===== config.mk =====
export PLATFORM = sky130hd
export DESIGN_NAME = spi_lcd_rx
export DESIGN_NICKNAME = d
export VERILOG_FILES = /design/src/rtl/spi_lcd_rx.sv
export SDC_FILE = /design/constraint.sdc
export NUM_CORES = 1
export LEC_CHECK = 0
export CORE_AREA = 2 2 123 125
export CTS_BUF_LIST = sky130_fd_sc_hd__clkbuf_16
export DETAILED_ROUTE_END_ITERATION = 10
export DIE_AREA = 0 0 125 127
export DONT_BUFFER_PORTS = 1
export PLACE_DENSITY = 0.74
export SYNTH_ARGS = -nofsm -noshare
export SYNTH_HDL_FRONTEND = slang
export SYNTH_SLANG_ARGS = --single-unit

===== constraint.sdc =====
create_clock -name clk -period 1.9 [get_ports clk]
set_input_delay 0.095 -clock clk [delete_from_list [all_inputs] [get_ports clk]]
set_output_delay 0.095 -clock clk [all_outputs]
set_load 0.02 [all_outputs]

===== src/rtl/spi_lcd_rx.sv =====
// SPI mode-0 target capturing the LCD byte stream (byte + D/C flag) into a show-ahead FIFO.
// Optional macro SPI_LCD_RX_FRAME_STATS_EN enables the per-frame byte counter on frame_bytes.
module spi_lcd_rx #(
  parameter int FIFO_DEPTH  = 16,
  parameter int SYNC_STAGES = 2
) (
  input  logic        clk,
  input  logic        reset,
  input  logic        spi_clk,
  input  logic        spi_mosi,
  input  logic        spi_cs_n,
  input  logic        lcd_dc,
  output logic [7:0]  rx_data,
  output logic        rx_dc,
  output logic        rx_valid,
  input  logic        rx_ready,
  output logic        overflow,
  input  logic        overflow_clr,
  output logic        busy,
  output logic [7:0]  abort_count,
  output logic [15:0] frame_bytes
);
  localparam int AW = $clog2(FIFO_DEPTH);

  typedef enum logic {IDLE, SHIFT} state_e;

  // Input synchronizers reset to idle bus levels so reset release creates no edges
  logic [SYNC_STAGES-1:0] sclk_sync_q, mosi_sync_q, cs_sync_q, dc_sync_q;
  logic                   sclk_prev_q, cs_prev_q;
  logic                   sclk_s, mosi_s, cs_s, dc_s;
  logic                   sclk_rise, cs_fall, cs_rise;

  always_ff @(posedge clk or posedge reset) begin
    if (reset) begin
      sclk_sync_q <= '0;
      mosi_sync_q <= '0;
      cs_sync_q   <= '1;
      dc_sync_q   <= '0;
      sclk_prev_q <= 1'b0;
      cs_prev_q   <= 1'b1;
    end else begin
      sclk_sync_q <= {sclk_sync_q[SYNC_STAGES-2:0], spi_clk};
      mosi_sync_q <= {mosi_sync_q[SYNC_STAGES-2:0], spi_mosi};
      cs_sync_q   <= {cs_sync_q[SYNC_STAGES-2:0], spi_cs_n};
      dc_sync_q   <= {dc_sync_q[SYNC_STAGES-2:0], lcd_dc};
      sclk_prev_q <= sclk_s;
      cs_prev_q   <= cs_s;
    end
  end

  assign sclk_s    = sclk_sync_q[SYNC_STAGES-1];
  assign mosi_s    = mosi_sync_q[SYNC_STAGES-1];
  assign cs_s      = cs_sync_q[SYNC_STAGES-1];
  assign dc_s      = dc_sync_q[SYNC_STAGES-1];
  assign sclk_rise = sclk_s & ~sclk_prev_q;
  assign cs_fall   = ~cs_s & cs_prev_q;
  assign cs_rise   = cs_s & ~cs_prev_q;

  state_e      state_q;
  logic [2:0]  bit_cnt_q;
  logic [6:0]  shreg_q;
  logic        push_q;
  logic [8:0]  push_dat_q;
  logic [7:0]  abort_q;
  logic        busy_q;
  logic        byte_done;

  // cs_rise takes priority over a coincident sclk edge
  assign byte_done = (state_q == SHIFT) && !cs_rise && sclk_rise && (bit_cnt_q == 3'd7);

  always_ff @(posedge clk or posedge reset) begin
    if (reset) begin
      state_q    <= IDLE;
      bit_cnt_q  <= '0;
      shreg_q    <= '0;
      push_q     <= 1'b0;
      push_dat_q <= '0;
      abort_q    <= '0;
      busy_q     <= 1'b0;
    end else begin
      push_q <= 1'b0;
      case (state_q)
        IDLE: begin
          if (cs_fall) begin
            state_q   <= SHIFT;
            busy_q    <= 1'b1;
            bit_cnt_q <= '0;
            shreg_q   <= '0;
          end
        end
        SHIFT: begin
          if (cs_rise) begin
            state_q <= IDLE;
            busy_q  <= 1'b0;
            if (bit_cnt_q != 3'd0 && abort_q != 8'hFF) abort_q <= abort_q + 8'd1;
          end else if (sclk_rise) begin
            shreg_q   <= {shreg_q[5:0], mosi_s};
            bit_cnt_q <= bit_cnt_q + 3'd1;
            if (bit_cnt_q == 3'd7) begin
              push_q     <= 1'b1;
              push_dat_q <= {dc_s, shreg_q, mosi_s};
            end
          end
        end
        default: state_q <= IDLE;
      endcase
    end
  end

  // Receive FIFO: binary pointers with a wrap bit, show-ahead head
  logic [8:0]  mem_q [FIFO_DEPTH];
  logic [AW:0] wptr_q, rptr_q;
  logic        ovf_q;
  logic        empty, full, pop, wr_en, ovf_set;
  logic [8:0]  head;

  assign empty   = (wptr_q == rptr_q);
  assign full    = ((wptr_q ^ rptr_q) == {1'b1, {AW{1'b0}}});
  assign pop     = !empty && rx_ready;
  assign wr_en   = push_q && (!full || pop);
  assign ovf_set = push_q && full && !pop;
  assign head    = mem_q[rptr_q[AW-1:0]];

  always_ff @(posedge clk) begin
    if (wr_en) mem_q[wptr_q[AW-1:0]] <= push_dat_q;
  end

  always_ff @(posedge clk or posedge reset) begin
    if (reset) begin
      wptr_q <= '0;
      rptr_q <= '0;
      ovf_q  <= 1'b0;
    end else begin
      if (wr_en) wptr_q <= wptr_q + 1'b1;
      if (pop)   rptr_q <= rptr_q + 1'b1;
      if (ovf_set)           ovf_q <= 1'b1;
      else if (overflow_clr) ovf_q <= 1'b0;
    end
  end

`ifdef SPI_LCD_RX_FRAME_STATS_EN
  logic [15:0] fbytes_q;

  // Counts every completed byte, dropped ones included
  always_ff @(posedge clk or posedge reset) begin
    if (reset)                                  fbytes_q <= '0;
    else if (state_q == IDLE && cs_fall)        fbytes_q <= '0;
    else if (byte_done && fbytes_q != 16'hFFFF) fbytes_q <= fbytes_q + 16'd1;
  end

  assign frame_bytes = fbytes_q;
`else
  assign frame_bytes = '0;
`endif

  assign rx_valid    = !empty;
  assign rx_data     = rx_valid ? head[7:0] : 8'h00;
  assign rx_dc       = rx_valid ? head[8] : 1'b0;
  assign overflow    = ovf_q;
  assign busy        = busy_q;
  assign abort_count = abort_q;

endmodule


==> results.toml, run 1 <==
[yosys]
ys_warn_count = 0
synth-compound-area-share = 0.0387
avgSynthCellArea_um2 = 18.3
synth-seq-area-share = 0.710
ys_seq_elements = 195
netlist_instances = 431
synth.most_common_cell = "edfxtp_1"
synthTopCellsByCount = "edfxtp_1, dfrtp_1, mux4_2, a22oi_1, inv_1"
synth_edf_count = 144
muxShareOfSynthArea = 0.131
yosysTopAreaCellShare = 0.548
ys.flop_type = "edfxtp_1"
synth_top_area_cell = "edfxtp_1"
synth_xor_area_frac = 0.0239
syn-cell-area_mm2 = 0.00789
ys_async_sr_fraction = 0.262
synthTopCellsByArea = "edfxtp_1, dfrtp_1, mux4_2"
synth-simple-area-share = 0.0433
synth_top_family_by_area = "multiplexers"
synth.distinct_cells = 50
synthAdderAreaFrac = 0.0143

[setup_path]
arrival_ps = 2140
max_stage_delay_ps = 500
crit_slowest_cell = "mux4_2"
worstPathRequired_ps = 1800
startpoint_type = "flop"
critPathMaxFanout = 6
reg2reg_slack_ps = 30
r2r_cells = 6
critPathCaptureType = "output port"
cp-startpoint = "rptr_q[0]"
criticalPathCategory = "flop to output port"
worstPathCellList = "buf_6 > buf_12 > buf_16 > mux4_2 > a22oi_2 > a21oi_4"
r2r-start = "rptr_q[0]"
endpoint = "rx_data[4]"
r2r-end = "mem_q[2][7]"

[routing]
drc = 0
drtIter0Drc = 310
drtPass1Iterations = 4
routedWlPerCell_um = 22.3
antenna_left = 0
via_count = 3977
drt-total-wl_um = 15300
via_per_inst = 5.78

[run_status]
status = "finished, violations left"
violations = "setup timing"

[sta]
finClkSkew_ps = 12.0
fmax_ghz = 0.447
fin_ws_ps = -338
final-hold-violation-count = 0
finalSetupViolCount = 10
min_period_over_period = 1.18
slew_violations = 0
grt_setup_unrepaired = "yes"
relSlewSlack = 0.550
worst_pin_slew_ps = 675
fin_crit_ps = 2240

[floorplan]
io_pins = 44
rows = 44
fp.dieW_um = 125
die_y_um = 127
start_util = 0.547
core_area_mm2 = 0.0144
die_area_mm2 = 0.0159

[clock_tree]
clock_latency_ps = 430
clk_pin_slew_ps = 60
cts_tree = "done"
numCtsBuffers = 17
h-tree-depth = 4
cts_buffer_depth = 2
cts_root_buf = "clkbuf_16"
cts.sinks = 195

[power_and_ir_drop]
p_leak_nw = 3.63
powerDensity_mw_per_mm2 = 1200
ir_drop_v = 0.000768

[cells_and_area]
final_layout_size_suffix_gt1_frac = 0.381
num-fill-cells = 965
design_area_mm2 = 0.00946
fin_nets = 508
areaGrowthSynthToFinish_pct = 19.9
antenna_cells = 0

[worst_hold_path]
hold_class = "input pin to async pin"

[global_routing]
overflow = 0
antenna_found_initial = 0
grt_pass1_vias = 4217
grt_util_all_layers = 0.205
grt_max_degree = 28
grt_first_pass_wirelength_um = 24100

[place]
place_area_mm2 = 0.00829
hpwl_um = 9490
place_congestion = 0.805
post-place-ws_ps = -116
portBuffers = 0

[run]
drv_cap = 0
## state kept, by name, indices dropped and copies added (netlist names), 3 cells and up
name and cells:
wptr_q 5, push_dat_q 9, rptr_q 5, bit_cnt_q 3
mem_q 144, shreg_q 7, abort_count 8
## power breakdown
part	leakage (nW)	switching (mW)	internal, mW
Clock	0.299	1.50	2.19
Combinational	1.17	1.51	1.40
Sequential	2.17	0.135	4.66
Total	3.63	3.14	8.24
## final cells by class
cell class / count / area (µm²) / share of cell area
clock buffer: 17 / 425 / 0.0450
tap: 184 / 230 / 0.0243
multi-input combinational: 199 / 2330 / 0.246
clock inverter: 15 / 189 / 0.0200
timing repair buffer: 60 / 608 / 0.0643
sequential: 195 / 5610 / 0.593
inverter: 18 / 70.1 / 0.00741
## layer usage
metal,vias to the layer above,global-route usage,share of wire
li1,1759,-,-
met1,2040,0.279,0.41
met2,154,0.332,0.50
met3,24,0.0461,0.066
met4,0,0.0752,0.021
met5,-,0,0
## repair_timing
| action | 4_1_cts | 5_1_grt |
|---|---|---|
| hold buffers | 7 | 0 |
| setup endpoints to repair | 154 | 149 |
| resized for setup | 58 | 23 |
| endpoints found under the hold margin | 60 | 0 |
| buffers inserted | 5 | 4 |
| gates cloned | 2 | 1 |
| pin swaps | 14 | 7 |
## worst min path at each step
stage | endpoint | slack [ps] | cells past startpoint
3_3_place_gp | abort_count[6] | -120 | 1
5_1_grt | abort_count[5] | 20 | 2
4_1_cts | abort_count[7] | 5 | 2
6_report | abort_count[7] | 20 | 2
2_1_floorplan | cs_sync_q[0] | 100 | 0
3_5_place_dp | abort_count[7] | -110 | 1
## cell usage in the layout (no fill, tap or decap), types with 9 or more instances in the layout
cell,n
edfxtp_1,144
dfrtp_1,46
buf_4,37
mux4_2,36
clkbuf_16,18
inv_1,16
a22oi_2,16
conb_1,16
mux2_2,12
xnor2_1,12
nand2_1,11
and3_4,10
ha_1,9
## cells by family (layout without fill, tap and decap cells)
kind of cell             after synthesis  after routing
AND/OR/NAND/NOR                       56             56
other                                  1             16
multiplexers                          56             56
flip-flops                           195            195
adder cells (fa/ha/maj)                9              9
buffers and inverters                 52            110
XOR/XNOR                              19             19
AO/OA/AOI/OAI                         43             43
## stage by stage
| stage | power [mW] | TNS, ps | hold WS, ps | util | instances |
|---|---|---|---|---|---|
| final | 11.4 | -2560 | 16.1 | 0.656 | 688 |
| after global routing | 11.8 | -3320 | 15.0 | 0.656 | 688 |
| after CTS | 11.3 | -2960 | 5.40 | 0.644 | 683 |
| after detailed placement | 7.13 | -10540 | -109 | 0.575 | 637 |
| after global placement | 7.08 | -3040 | -116 | 0.575 | 637 |
| after floorplan | 6.46 | 0 | 99.5 | - | 446 |
## worst max-delay path, delay by kind of cell (launching register included)
| family | cells | cell delay [ps] |
|---|---|---|
| flip-flops | 1 | 370 |
| multiplexers | 1 | 500 |
| AO/OA/AOI/OAI | 2 | 430 |
| buffers and inverters | 3 | 400 |
Power figures use the tool's default switching activity.
==> run 2, diff against run 1 <==
--- a/config.mk
+++ b/config.mk
@@ -5,10 +5,11 @@
 export SDC_FILE = /design/constraint.sdc
 export NUM_CORES = 1
 export LEC_CHECK = 0
-export CORE_AREA = 2 2 123 125
+export ABC_AREA = 1
+export CORE_AREA = 2 2 129 131
 export CTS_BUF_LIST = sky130_fd_sc_hd__clkbuf_16
 export DETAILED_ROUTE_END_ITERATION = 10
-export DIE_AREA = 0 0 125 127
+export DIE_AREA = 0 0 131 133
 export DONT_BUFFER_PORTS = 1
 export PLACE_DENSITY = 0.74
 export SYNTH_ARGS = -nofsm -noshare
==> run 2 against run 1 <==
Largest cell class unchanged. Synthesized area increased by 10%. Design area increased by 17%. Utilization increased by 3.0 points. Combinational power increased by 65%. Cell count increased by 75%. Setup slack improved by 36 ps. Clock skew increased by 3.2 ps. Via count increased by 66%. Power increased by 18%. Clock power increased by 6.3%. Synthesized cell count increased by 110%. First-iteration DRC count increased to 2.9 times the previous value. The flow still finishes with violations (setup timing).
==> results.toml, run 2 <==
[clock_tree]
cts_tree = "done"
h-tree-depth = 4
numCtsBuffers = 17
cts.sinks = 195
clk_pin_slew_ps = 70
cts_root_buf = "clkbuf_16"
clock_latency_ps = 450
cts_buffer_depth = 2

[routing]
drc = 0
via_count = 6615
routedWlPerCell_um = 19.9
antenna_left = 0
via_per_inst = 5.51
drt-total-wl_um = 23800
drtPass1Iterations = 6
drtIter0Drc = 889

[setup_path]
cp.depth = 11
max_stage_delay_ps = 460
worstPathRequired_ps = 1800
r2r-start = "rptr_q[0]"
worstPathCellList = "clkinv_4 > buf_12 > buf_12 > nand2_1 > nand3_2 > nand2_1 > nand2_1 > nand2_1 > inv_1 > a21oi_2 > buf_4"
crit_slowest_cell = "dfrtp_2"
startpoint_type = "flop"
critPathMaxFanout = 6
critPathCaptureType = "output port"
r2r-end = "mem_q[15][8]"
critPathMostFrequentCell = "nand2_1"
path_buf_inv = 5
arrival_ps = 2110
r2r_cells = 10
criticalPathCategory = "flop to output port"
crit_family = "buffers and inverters"
reg2reg_slack_ps = -300

[power_and_ir_drop]
ir_drop_v = 0.000803
powerDensity_mw_per_mm2 = 1220
finalPower_mw = 13.5
p_leak_nw = 4.89

[cells_and_area]
areaGrowthSynthToFinish_pct = 27.2
multi_input_area_mm2 = 0.00295
antenna_cells = 0
stdcell_count = 1201
final_layout_size_suffix_gt1_frac = 0.258
seqCellArea_mm2 = 0.00561
layout_commonest_cell = "nand2_1"
mostFrequentLayoutCells = "nand2_1, edfxtp_1, inv_1"
num-fill-cells = 1065
fin_util = 0.685
largest_register_ffs = 144
fin_nets = 985

[yosys]
synthTopCellsByCount = "nand2_1, edfxtp_1, inv_1, nand3_1, dfrtp_1"
synthAdderAreaFrac = 0.0129
synth_edf_count = 144
synth-seq-area-share = 0.643
synth.distinct_cells = 29
ys_async_sr_fraction = 0.262
yosysTopAreaCellShare = 0.496
syn-cell-area_mm2 = 0.00871
synth-compound-area-share = 0.0190
ys_warn_count = 0
synth_top_area_cell = "edfxtp_1"
synth_xor_area_frac = 0.0181
ys_seq_elements = 195
ys.flop_type = "edfxtp_1"
avgSynthCellArea_um2 = 9.82
synth_top_family_by_area = "simple AND/OR/NAND/NOR gates"
synth-simple-area-share = 0.215
netlist_instances = 887
synth.most_common_cell = "nand2_1"
muxShareOfSynthArea = 0
synthTopCellsByArea = "edfxtp_1, dfrtp_1, nand2_1"

[sta]
finalSetupViolCount = 159
final-hold-violation-count = 0
fin_ws_ps = -302
finClkSkew_ps = 15.1
grt_setup_unrepaired = "yes"
min_period_over_period = 1.16
slew_violations = 0
fmax_ghz = 0.454
fin_crit_ps = 2200
worst_pin_slew_ps = 714
relSlewSlack = 0.524

[global_routing]
grt_pass1_vias = 5841
grt_util_all_layers = 0.252
grt_max_degree = 37
antenna_found_initial = 0
grt_first_pass_wirelength_um = 31600
overflow = 0

[floorplan]
fp.dieW_um = 131
start_util = 0.539
die_y_um = 133
core_area_mm2 = 0.0162
rows = 47
die_area_mm2 = 0.0174
io_pins = 44

[place]
place_congestion = 0.870
hpwl_um = 11800
dp_cells = 1123
portBuffers = 0

[run_status]
violations = "setup timing"
status = "finished, violations left"

[run]
drv_cap = 0

[worst_hold_path]
hold_class = "input pin to async pin"
[run 2: how the worst max path moves through the flow]
stage / startpoint / end / slack (ps)
finish: rptr_q[0] / rx_data[6] / -300
global route: rptr_q[0] / rx_data[6] / -370
CTS: rptr_q[0] / rx_data[1] / -160
detailed placement: wptr_q[2] / mem_q[10][7] / 110
global placement: wptr_q[2] / mem_q[7][5] / 150
floorplan: rptr_q[4] / mem_q[12][0] / 60
[run 2: power by group]
part	switching, mW	leakage, nW	total (mW)	internal [mW]
clock network	1.67	0.319	3.91	2.24
registers	0.138	2.21	4.76	4.62
logic	2.81	2.36	4.80	1.99
[run 2: routing by layer]
layer  up-vias  GRT usage  share of wire
li1       2968          -              -
met1      3045      0.346           0.37
met2       487      0.390           0.46
met3       115     0.0554           0.11
met4         0      0.103          0.057
met5         -          0              0
[run 2: timing repair]
action	4_1_cts	5_1_grt
pin swaps	28	37
setup endpoints to repair	9	154
resized for setup	54	126
endpoints found under the hold margin	58	0
setup buffers	6	17
hold buffers	7	0
cloned	7	15
[run 2: kinds of logic after synthesis]
kind of cell,count (synthesis)
adder cells (fa/ha/maj),9
AND/OR/NAND/NOR,452
other,1
AO/OA/AOI/OAI,32
XOR/XNOR,18
flip-flops,195
buffers and inverters,180
[run 2: metrics by stage]
stage	hold slack (ps)	setup WS, ps	setup TNS [ps]	instance area [µm²]
floorplan	99.5	61.5	0	8770
finish	79.4	-302	-30750	11100
CTS	86.4	-162	-8210	10300
global route	98.1	-365	-39320	11100
global placement	-28.9	153	0	9160
detailed placement	-25.8	111	0	9160
[run 2: layout make-up]
class                   count  share of cell area
clock buffers              17              0.0384
flip-flops and latches    195               0.506
multi-input cells         534               0.266
repair buffers             86              0.0978
well taps                 220              0.0248
clock inverters            15              0.0200
inverters                 133              0.0464
repair inverters            1            0.000564
